--- src/rtl/reaction_timer_pkg.sv ---
// Shared types and constants for the multi-player reaction timer.
// Holds the round FSM encoding, LED patterns and LCD handshake phases.
package reaction_timer_pkg;

    typedef enum logic [2:0] {
        IDLE,
        ANNOUNCE,
        DELAY,
        GO,
        REPORT
    } state_t;

    typedef enum logic [1:0] {
        HS_IDLE,
        HS_REQ,
        HS_REL
    } hs_phase_t;

    localparam logic [7:0] LED_ON  = 8'hFF;
    localparam logic [7:0] LED_OFF = 8'h00;

    // Index width with a floor of one bit so a single player still gets a port.
    function automatic int idx_width(input int n);
        return (n > 1) ? $clog2(n) : 1;
    endfunction

endpackage

--- src/rtl/reaction_timer_multi_winner_select.sv ---
// Combinational minimum finder over per-player times with a qualify mask.
// Strict less-than while scanning upward makes ties resolve to the lowest index.
module rt_winner_select
    import reaction_timer_pkg::*;
#(
    parameter int NUM_PLAYERS = 4,
    parameter int TIME_W      = 10,
    parameter int IDX_W       = idx_width(NUM_PLAYERS)
) (
    input  logic [NUM_PLAYERS-1:0][TIME_W-1:0] times,
    input  logic [NUM_PLAYERS-1:0]             qualify,
    output logic [IDX_W-1:0]                   idx,
    output logic                               valid,
    output logic [TIME_W-1:0]                  min_time
);

    always_comb begin
        idx      = '0;
        valid    = 1'b0;
        min_time = '1;
        for (int unsigned i = 0; i < NUM_PLAYERS; i++) begin
            if (qualify[i] && (!valid || times[i] < min_time)) begin
                idx      = IDX_W'(i);
                valid    = 1'b1;
                min_time = times[i];
            end
        end
    end

endmodule

--- src/rtl/reaction_timer_multi.sv ---
// Multi-player reaction timer: shared random delay, per-player times and
// cheat/slow flags, round winner, session best, LCD 4-phase handshake.
module reaction_timer_multi
    import reaction_timer_pkg::*;
#(
    parameter int NUM_PLAYERS = 4,
    parameter int TIME_W      = 10,
    parameter int RAND_W      = 13,
    parameter int SLOW_LIMIT  = 500,
    parameter int MIN_DELAY   = 100,
    parameter int TICK_DIV    = 1
) (
    input  logic                          Clk,
    input  logic                          Rst,
    input  logic                          Start,
    input  logic [NUM_PLAYERS-1:0]        Btn,
    input  logic [RAND_W-1:0]             RandomValue,
    input  logic                          LCDAck,
    output logic [7:0]                    LED,
    output logic [NUM_PLAYERS*TIME_W-1:0] ReactionTime,
    output logic [NUM_PLAYERS-1:0]        Cheat,
    output logic [NUM_PLAYERS-1:0]        Slow,
    output logic                          Wait,
    output logic [idx_width(NUM_PLAYERS)-1:0] Winner,
    output logic                          WinnerValid,
    output logic [TIME_W-1:0]             BestTime,
    output logic                          LCDUpdate
);

    localparam int WIN_W = idx_width(NUM_PLAYERS);
    localparam int PRE_W = idx_width(TICK_DIV);

    state_t                            state_q, state_d;
    hs_phase_t                         phase_q, phase_d;
    logic                              start_prev_q, start_prev_d;
    logic [NUM_PLAYERS-1:0]            btn_prev_q, btn_prev_d;
    logic [PRE_W-1:0]                  tick_cnt_q, tick_cnt_d;
    logic [RAND_W-1:0]                 delay_q, delay_d;
    logic [RAND_W-1:0]                 delay_cnt_q, delay_cnt_d;
    logic [TIME_W-1:0]                 ms_cnt_q, ms_cnt_d;
    logic [NUM_PLAYERS-1:0]            answered_q, answered_d;
    logic                              report_first_q, report_first_d;
    logic [NUM_PLAYERS-1:0][TIME_W-1:0] rt_q, rt_d;
    logic [NUM_PLAYERS-1:0]            cheat_q, cheat_d;
    logic [NUM_PLAYERS-1:0]            slow_q, slow_d;
    logic [WIN_W-1:0]                  winner_q, winner_d;
    logic                              win_valid_q, win_valid_d;
    logic [TIME_W-1:0]                 best_q, best_d;
    logic [7:0]                        led_q, led_d;
    logic                              wait_q, wait_d;
    logic                              lcd_update_q, lcd_update_d;

    logic                   start_rise;
    logic [NUM_PLAYERS-1:0] btn_rise;
    logic [NUM_PLAYERS-1:0] press;
    logic                   tick;
    logic                   hs_done;
    logic [WIN_W-1:0]       sel_idx;
    logic                   sel_valid;
    logic [TIME_W-1:0]      sel_time;

    assign start_rise = Start & ~start_prev_q;
    assign btn_rise   = Btn & ~btn_prev_q;
    assign tick       = (tick_cnt_q == PRE_W'(TICK_DIV - 1));

    rt_winner_select #(
        .NUM_PLAYERS (NUM_PLAYERS),
        .TIME_W      (TIME_W),
        .IDX_W       (WIN_W)
    ) u_winner_select (
        .times    (rt_q),
        .qualify  (~cheat_q & ~slow_q),
        .idx      (sel_idx),
        .valid    (sel_valid),
        .min_time (sel_time)
    );

    always_ff @(posedge Clk) begin
        if (Rst) begin
            state_q        <= IDLE;
            phase_q        <= HS_IDLE;
            start_prev_q   <= 1'b0;
            btn_prev_q     <= '0;
            tick_cnt_q     <= '0;
            delay_q        <= '0;
            delay_cnt_q    <= '0;
            ms_cnt_q       <= '0;
            answered_q     <= '0;
            report_first_q <= 1'b0;
            rt_q           <= '0;
            cheat_q        <= '0;
            slow_q         <= '0;
            winner_q       <= '0;
            win_valid_q    <= 1'b0;
            best_q         <= '1;
            led_q          <= LED_OFF;
            wait_q         <= 1'b0;
            lcd_update_q   <= 1'b0;
        end else begin
            state_q        <= state_d;
            phase_q        <= phase_d;
            start_prev_q   <= start_prev_d;
            btn_prev_q     <= btn_prev_d;
            tick_cnt_q     <= tick_cnt_d;
            delay_q        <= delay_d;
            delay_cnt_q    <= delay_cnt_d;
            ms_cnt_q       <= ms_cnt_d;
            answered_q     <= answered_d;
            report_first_q <= report_first_d;
            rt_q           <= rt_d;
            cheat_q        <= cheat_d;
            slow_q         <= slow_d;
            winner_q       <= winner_d;
            win_valid_q    <= win_valid_d;
            best_q         <= best_d;
            led_q          <= led_d;
            wait_q         <= wait_d;
            lcd_update_q   <= lcd_update_d;
        end
    end

    always_comb begin
        state_d        = state_q;
        phase_d        = phase_q;
        start_prev_d   = Start;
        btn_prev_d     = Btn;
        tick_cnt_d     = tick ? '0 : tick_cnt_q + PRE_W'(1);
        delay_d        = delay_q;
        delay_cnt_d    = delay_cnt_q;
        ms_cnt_d       = ms_cnt_q;
        answered_d     = answered_q;
        report_first_d = 1'b0;
        rt_d           = rt_q;
        cheat_d        = cheat_q;
        slow_d         = slow_q;
        winner_d       = winner_q;
        win_valid_d    = win_valid_q;
        best_d         = best_q;
        hs_done        = 1'b0;
        press          = btn_rise & ~cheat_q & ~answered_q;

        if (state_q == ANNOUNCE || state_q == REPORT) begin
            unique case (phase_q)
                HS_REQ:  if (LCDAck)  phase_d = HS_REL;
                HS_REL:  if (!LCDAck) hs_done = 1'b1;
                default: ;
            endcase
        end

        unique case (state_q)
            IDLE: begin
                if (start_rise) begin
                    delay_d     = (RandomValue < RAND_W'(MIN_DELAY)) ? RAND_W'(MIN_DELAY)
                                                                      : RandomValue;
                    rt_d        = '0;
                    cheat_d     = '0;
                    slow_d      = '0;
                    answered_d  = '0;
                    win_valid_d = 1'b0;
                    state_d     = ANNOUNCE;
                end
            end
            ANNOUNCE, DELAY: begin
                // Times were cleared at round start, so a cheat only needs its flag.
                cheat_d = cheat_q | btn_rise;
                if (state_q == ANNOUNCE) begin
                    if (hs_done) state_d = (&cheat_d) ? REPORT : DELAY;
                end else if (&cheat_d) begin
                    state_d = REPORT;
                end else if (tick) begin
                    if ({1'b0, delay_cnt_q} + (RAND_W+1)'(1) >= {1'b0, delay_q})
                        state_d = GO;
                    else
                        delay_cnt_d = delay_cnt_q + RAND_W'(1);
                end
            end
            GO: begin
                for (int unsigned i = 0; i < NUM_PLAYERS; i++) begin
                    if (press[i]) begin
                        rt_d[i]       = ms_cnt_q;
                        answered_d[i] = 1'b1;
                    end
                end
                // A press landing on the limit cycle is already in answered_d.
                if (ms_cnt_q == TIME_W'(SLOW_LIMIT)) begin
                    for (int unsigned i = 0; i < NUM_PLAYERS; i++) begin
                        if (!answered_d[i] && !cheat_q[i]) begin
                            slow_d[i] = 1'b1;
                            rt_d[i]   = TIME_W'(SLOW_LIMIT);
                        end
                    end
                    state_d = REPORT;
                end else begin
                    if (&(answered_d | cheat_q)) state_d = REPORT;
                    if (tick) ms_cnt_d = ms_cnt_q + TIME_W'(1);
                end
            end
            REPORT: begin
                if (report_first_q) begin
                    winner_d    = sel_idx;
                    win_valid_d = sel_valid;
                    if (sel_valid && sel_time < best_q) best_d = sel_time;
                end
                if (hs_done) state_d = IDLE;
            end
            default: state_d = IDLE;
        endcase

        if (state_d != state_q) begin
            tick_cnt_d     = '0;
            delay_cnt_d    = '0;
            ms_cnt_d       = '0;
            phase_d        = (state_d == ANNOUNCE || state_d == REPORT) ? HS_REQ : HS_IDLE;
            report_first_d = (state_d == REPORT);
        end
    end

    always_comb begin
        led_d        = (state_d == GO) ? LED_ON : LED_OFF;
        wait_d       = (state_d == ANNOUNCE) || (state_d == DELAY);
        lcd_update_d = ((state_d == ANNOUNCE) || (state_d == REPORT)) && (phase_d == HS_REQ);
    end

    assign LED          = led_q;
    assign ReactionTime = rt_q;
    assign Cheat        = cheat_q;
    assign Slow         = slow_q;
    assign Wait         = wait_q;
    assign Winner       = winner_q;
    assign WinnerValid  = win_valid_q;
    assign BestTime     = best_q;
    assign LCDUpdate    = lcd_update_q;

endmodule

--- config.mk ---
export PLATFORM = sky130hd
export DESIGN_NAME = reaction_timer_multi
export DESIGN_NICKNAME = d
export VERILOG_FILES = /design/src/rtl/reaction_timer_pkg.sv /design/src/rtl/reaction_timer_multi_winner_select.sv /design/src/rtl/reaction_timer_multi.sv
export SDC_FILE = /design/constraint.sdc
export NUM_CORES = 1
export LEC_CHECK = 0
export ABC_AREA = 1
export CORE_ASPECT_RATIO = 1.25
export CORE_MARGIN = 5
export CORE_UTILIZATION = 35
export CTS_BUF_LIST = sky130_fd_sc_hd__clkbuf_16
export DETAILED_ROUTE_END_ITERATION = 10
export PLACE_DENSITY = 0.56
export RECOVER_POWER = 50
export REMOVE_ABC_BUFFERS = 1
export SYNTH_ARGS = -nofsm -noshare
export SYNTH_HDL_FRONTEND = slang
export SYNTH_SLANG_ARGS = --single-unit
--- constraint.sdc ---
create_clock -name Clk -period 15.9 [get_ports Clk]
set_clock_uncertainty 0.2 [all_clocks]
set_input_delay 3.18 -clock Clk [delete_from_list [all_inputs] [get_ports Clk]]
set_output_delay 3.18 -clock Clk [all_outputs]
set_load 0.005 [all_outputs]
==> run_results.csv <==
group,metric,value,unit
routing,drt-met1-wl,8440,um
worst_hold_path,worst_hold_path_type,"reg2reg",
worst_hold_path,holdPathEnd,"delay_q[8]",
layout,area_growth_syn_to_layout,25.4,%
run,maxCapViolCount,2,
sta,setup_violations,0,
clock_network,path_clk_slew,60,ps
global_routing,grtUsageTotal,18.3,%
outcome,status,"complete, but fails checks",
clock_network,cts_setup_buffers,0,
clock_network,clkLatencyLatePin,420,ps
routing,drc,0,
worst_setup_path,cp.required,15930,ps
worst_setup_path,critPathKind,"reg2reg",
global_routing,grt_first_pass_wirelength,31400,um
sta,fin_crit,7420,ps
die,io_pins,92,
sta,drv_slew,75,
routing,met2_length,9990,um
die,core-area,18700,um2
logic_synthesis,synth_edf_count,0,
pwr,p_leak,0.00374,uW
routing,top_layer,"met4",
outcome,violations,"max-capacitance violations, max-slew violations",
worst_setup_path,end_kind,"flip-flop",
clock_network,cts_tree,"built",
worst_hold_path,hp-start,"delay_q[8]",
die,die_x,133,um
die,initial_utilization,35.5,%
worst_setup_path,slowest_stage,"o31a_1",
routing,firstDrtPassIters,5,
worst_setup_path,r2r_cells,48,
worst_setup_path,startpoint_type,"flip-flop",
worst_setup_path,r2r_start,"Cheat[0]",
layout,n_antenna_cell,0,
pwr,p_total,887,uW
logic_synthesis,syn_area,6650,um2
logic_synthesis,ys_ff_latch,116,
placed_design,dp_hpwl,15300,um
sta,rsz0062_at_grt,"no",
logic_synthesis,synth_cells,947,
logic_synthesis,ys.warnings.count,0,
clock_network,htreeDepth,4,
routing,routed_wl,19800,um
logic_synthesis,async_reset_ff_share,0,%
global_routing,grt_pass1_vias,6038,
sta,finalSetupTns,0,ps
clock_network,root_buffer,"clkbuf_16",
global_routing,grt_max_degree,44,
placed_design,numPortBuffers,91,
sta,clock.fmax,135,MHz
routing,routed_via_density,5.02,
die,die_area,21900,um2
routing,dr_wl_met3,957,um
clock_network,hold_buffers,0,
global_routing,gr-total-overflow,0,
clock_network,cts_made_buffers,17,
clock_network,cts_num_sinks,116,
routing,drtIter0Drc,412,
worst_hold_path,hold_depth,2,
logic_synthesis,ys.flop_type,"dfxtp_1",
sta,tightest_slew,2130,ps
die,die_h,164,um
clock_network,cts_resized,0,
routing,via_count,6411,
worst_setup_path,arrival,7450,ps
sta,finalCritPeriodShare,46.7,%
logic_synthesis,synth_area_per_cell,7.02,um2
sta,finalHoldViolCount,0,
routing,avgRoutedWirePerCell,15.5,um
sta,slew_headroom,-42.2,%
logic_synthesis,synth_cell_types,45,
clock_network,cts_buffer_depth,2,
routing,final_antenna_net_count,0,
logic_synthesis,seq_area_frac_synth,34.9,%
layout,drive_above_1_share,6.13,%
global_routing,antenna_found_initial,0,
worst_setup_path,critPathMaxStageDelay,550,ps
sta,holdWs,263,ps
worst_setup_path,r2r_end,"BestTime[8]",
worst_setup_path,critical_path.max_fanout,19,
pwr,powerDensity,106,nW/um2
placed_design,routabilityCongestion,0.892,
layout,nets,1102,
pwr,peakVddDrop,66.3,uV
worst_setup_path,cp_common_cell,"nand2_1",
worst_setup_path,reg2reg_slack,8480,ps
die,rows,56,
routing by layer:
layer,vias to the layer above,GRT usage (%)
met5,-,0
met4,0,6.31
met1,2938,22.1
met3,32,3.52
li1,3302,-
met2,139,32.5
area by class of cell:
type                            instances  area [um2]
Clock inverter                         15         189
Multi-Input combinational cell        658        3640
Clock buffer                           17         425
Timing Repair Buffer                   95         928
Fill cell                            1895       10400
Inverter                              143         539
Tap cell                              232         290
Sequential cell                       116        2320
cells in the mapped netlist (2+ instances only):
master / number / area (um2)
a2111oi_0: 2 / 17.5
a211oi_1: 24 / 180
a21oi_1: 65 / 325
a221oi_1: 3 / 26.3
a31oi_1: 6 / 37.5
buf_4: 7 / 52.6
buf_6: 2 / 22.5
clkbuf_1: 20 / 75.1
dfxtp_1: 116 / 2320
ha_1: 50 / 626
inv_1: 142 / 533
nand2_1: 157 / 589
nand2_2: 10 / 62.6
nand2_4: 3 / 33.8
nand3_1: 38 / 190
nand3_2: 10 / 100
nand4_1: 6 / 37.5
nor2_1: 129 / 484
nor3_1: 17 / 85.1
nor3b_1: 2 / 15.0
nor4_1: 7 / 43.8
o211ai_1: 6 / 45.0
o21a_1: 3 / 22.5
o21ai_0: 76 / 380
o21ai_1: 9 / 45.0
o22ai_1: 6 / 37.5
o32ai_1: 3 / 26.3
xor2_1: 11 / 96.3
cell usage in the layout (no fill, tap or decap), types with 10 or more instances in the layout:
cell and n:
nand3_2 10, a211oi_1 24, ha_1 50, nor3_1 16
inv_1 142, clkbuf_16 17, clkdlybuf4s50_1 18, nand3_1 38
a21oi_1 65, o21ai_0 76, xor2_1 11, dlygate4sd3_1 72
nand2_2 10, nand2_1 157, nor2_1 129, dfxtp_1 116
registers in the layout, indices dropped and copies added, names as in the netlist, 3 cells and up:
| name | count |
|---|---|
| delay_cnt_q | 13 |
| Cheat | 4 |
| state_q | 3 |
| Slow | 4 |
| BestTime | 10 |
| ReactionTime | 40 |
| answered_q | 4 |
| delay_q | 13 |
| btn_prev_q | 4 |
| ms_cnt_q | 10 |
power breakdown:
group	total (uW)	switching, uW	internal (uW)
Clock	401	142	260
Sequential	304	5.53	299
Combinational	181	125	56.2
Total	887	272	615
logic make-up after synthesis:
group,Yosys count,synth area share [%]
compound gates,213,18.6
xor+xnor,12,1.58
fa+ha+maj,50,9.41
buf+inv,173,10.4
flops,116,34.9
other cells,1,0.0564
simple gates,382,25.0
stage by stage:
stage               area, um2  std cells  setup slack, ps  utilization [%]
CTS                      8350       1276             8580             44.6
global route             8340       1276             7650             44.6
finish                   8340       1276             8480             44.6
floorplan                6490        917             9640                -
detailed placement       7730       1244             8640             41.3
global placement         7730       1244             8800             41.3
critical path: cells and delay by family, from the launching register on:
kind                       cells  cell delay [ps]
DFF                            1              470
adders and majority gates      4             1240
AOI/OAI and AO/OA              9             1920
buffers and inverters          5              670
and+or+nand+nor               30             2740
worst max-delay path by stage:
stage             start  depth (start not counted)     endpoint  slack (ps)
2_1_floorplan  Cheat[0]                         48  BestTime[0]        9640
3_3_place_gp   Cheat[0]                         48  BestTime[8]        8800
3_5_place_dp   Cheat[0]                         48  BestTime[5]        8640
4_1_cts        Cheat[0]                         48  BestTime[5]        8580
5_1_grt        Cheat[0]                         48  BestTime[0]        7650
6_report       Cheat[0]                         48  BestTime[8]        8480
(Power assumes the default switching activity.)
==> RTL change (config.mk and constraints unchanged) <==
`TIME_W` is set to 10 in 2 places; all go to 12.
--- a/src/rtl/reaction_timer_multi_winner_select.sv
+++ b/src/rtl/reaction_timer_multi_winner_select.sv
@@ -6,3 +6,3 @@
     parameter int NUM_PLAYERS = 4,
-    parameter int TIME_W      = 10,
+    parameter int TIME_W      = 12,
     parameter int IDX_W       = idx_width(NUM_PLAYERS)
--- a/src/rtl/reaction_timer_multi.sv
+++ b/src/rtl/reaction_timer_multi.sv
@@ -6,3 +6,3 @@
     parameter int NUM_PLAYERS = 4,
-    parameter int TIME_W      = 10,
+    parameter int TIME_W      = 12,
     parameter int RAND_W      = 13,
Interface: changed (resized BestTime and ReactionTime); port bits go from 92 to 102. The function was not compared with the original's and may differ.
==> RTL change against the unedited design <==
The flow still finishes with violations (capacitance limit, slew limit). Critical path depth shrank 4. Sequential cell count grew 12. Global-route usage is essentially flat. Setup slack lost 0.52 ns. Area after synthesis grew 12%. First-iteration DRC count grew 6.1%. Utilization shrank 0.75 points. Combinational power grew 27%. Design area grew 9.8%. Largest cell class unchanged. Total power grew 1.2%. Routed wire length grew 9.9%.
==> RTL change: results (changes against the unedited design) <==
Route
  • Starting DRC count in detailed routing: 437 (+6.1%)
  • Vias: 7009 (+9.3%)
  • Vias/cell: 4.97 (-1.1%)
  • Wire length after detailed routing: 21.8 mm (+9.9%)

Clocking
  • CTS Buffer Depth: 2 (unchanged)
  • Setup Fix Bufs, Post-CTS: 0 (unchanged)

Flow run
  • Max_cap viols: 2 (unchanged)

Yosys
  • Register area share after synthesis: 0.345 (-0.00395)
  • Syn_area_per_cell: 7.18 sq um (+2.2%)
  • Top cells by area, synth: dfxtp_1 35%, nand2_1 11%, ha_1 9.8%, inv_1 6.5%, nor2_1 6.0%
  • Cell variety after synth: 43 (-4.4%)
  • Top cells by count, synth: 211 x nand2_1, 128 x dfxtp_1, 128 x inv_1

Critical path
  • Critical path arrival: 7.98 ns (+0.53 ns)
  • Crit path max fanout: 23 (+4)
  • Worst path max stage delay: 0.68 ns (+0.13 ns)
  • Register-to-Register Setup Slack: 7.96 ns (-0.52 ns)
  • Crit-path slowest cell: nor2_1
  • R2R depth: 44 (-8.3%)
  • Critical R2R Capture: BestTime[1]

Global routing
  • First-pass GRT wire length: 35.7 mm (+14%)
  • Vias in the first global route: 6786 (+12%)
  • GRT Total Usage: 0.182 (-0.000466)
  • Largest net degree at the start of global routing: 50 (+14%)

STA
  • Worst-margin pin slew: 2.54 ns (+0.404 ns)
  • Pins over their slew limit: 74 (-1.3%)

Layout
  • Fraction of layout cells with a size suffix above 1: 0.0713 (+0.0100)
  • Fillers: 2116 (+12%)
  • Nets: 1203 (+9.2%)
  • Max reg flops: 48 (+20%)

Placed design
  • HPWL after DPL: 17.1 mm (+12%)
  • Placed Cells: 1379 (+11%)
  • IO Port Bufs: 101 (+11%)
  • Cell Area, Placed: 8680 sq um (+12%)
  • Gpl congestion: 0.850 (-4.6%)

Power and ir drop
  • Cell area power density: 98.1 nW/um^2 (-7.8%)
  • Lkg Pwr: 4.15 nW (+11%)
  • Peak supply drop: 77.2 uV (+16%)

Status
  • Status: finished, violations left
  • Failing checks: capacitance limit, slew limit
RTL change: cell types whose count changed in the layout (fill, tap and decap cells not counted), moves of 11 or more:
| cell | unedited run | this run |
|---|---|---|
| inv_1 | 142 | 131 |
| nor2_1 | 129 | 118 |
| dfxtp_1 | 116 | 128 |
| o211ai_1 | 6 | 24 |
| nand2_1 | 157 | 211 |
| a21oi_1 | 65 | 46 |
| o21ai_0 | 76 | 37 |
| a31oi_1 | 6 | 26 |
RTL change: worst min-delay path by stage:
stage                from          to  slack (ns)  depth (start not counted)
5_1_grt         Winner[0]   Winner[0]        0.29                          2
2_1_floorplan  delay_q[0]  delay_q[0]        0.23                          2
6_report        Winner[0]   Winner[0]        0.26                          2
3_3_place_gp   delay_q[8]  delay_q[8]        0.26                          2
3_5_place_dp   delay_q[7]  delay_q[7]        0.26                          2
4_1_cts         Winner[0]   Winner[0]        0.27                          2
RTL change: critical path: cells and delay by family (launching register included):
family | cells | cell delay [ns]
and+or+nand+nor | 25 | 3.22
adders and majority gates | 4 | 1.15
AOI/OAI and AO/OA | 9 | 1.73
buffers and inverters | 6 | 1.07
DFF | 1 | 0.39
RTL change: cells by family (layout without fill, tap and decap cells):
family                     after synthesis  after routing  share of synthesized area
and+or+nand+nor                        460            460                      0.280
AOI/OAI and AO/OA                      196            196                      0.163
buffers and inverters                  174            276                     0.0936
DFF                                    128            128                      0.345
adders and majority gates               58             58                     0.0978
xor gates and xnor gates                17             17                     0.0201
other                                    1              1                   0.000505
RTL change: area by class of cell:
type | count | share of cell area
Clock buffer | 17 | 0.0465
Sequential cell | 128 | 0.280
Tap cell | 274 | 0.0374
Clock inverter | 14 | 0.00670
Multi-Input combinational cell | 732 | 0.458
Timing Repair Buffer | 110 | 0.116
Inverter | 135 | 0.0554
RTL change: power by group:
part	total (mW)	internal, mW	switching, mW
sequential	0.339	0.331	0.00763
clock	0.330	0.191	0.139
combinational	0.229	0.0750	0.154
total	0.898	0.597	0.301
RTL change: per-stage QoR:
step | setup slack (ns) | hold WS [ns] | total power [mW]
after floorplan | 9.12 | 0.235 | 0.510
after global placement | 8.26 | 0.257 | 0.576
after detailed placement | 8.00 | 0.257 | 0.578
after CTS | 7.98 | 0.266 | 0.911
after global routing | 6.73 | 0.294 | 0.957
final | 7.96 | 0.258 | 0.898
RTL change: per-layer routing:
layer | GRT usage | share of wire
met5 | 0 | 0
met4 | 0.0812 | 0.035
met3 | 0.0315 | 0.034
met2 | 0.321 | 0.50
met1 | 0.215 | 0.43
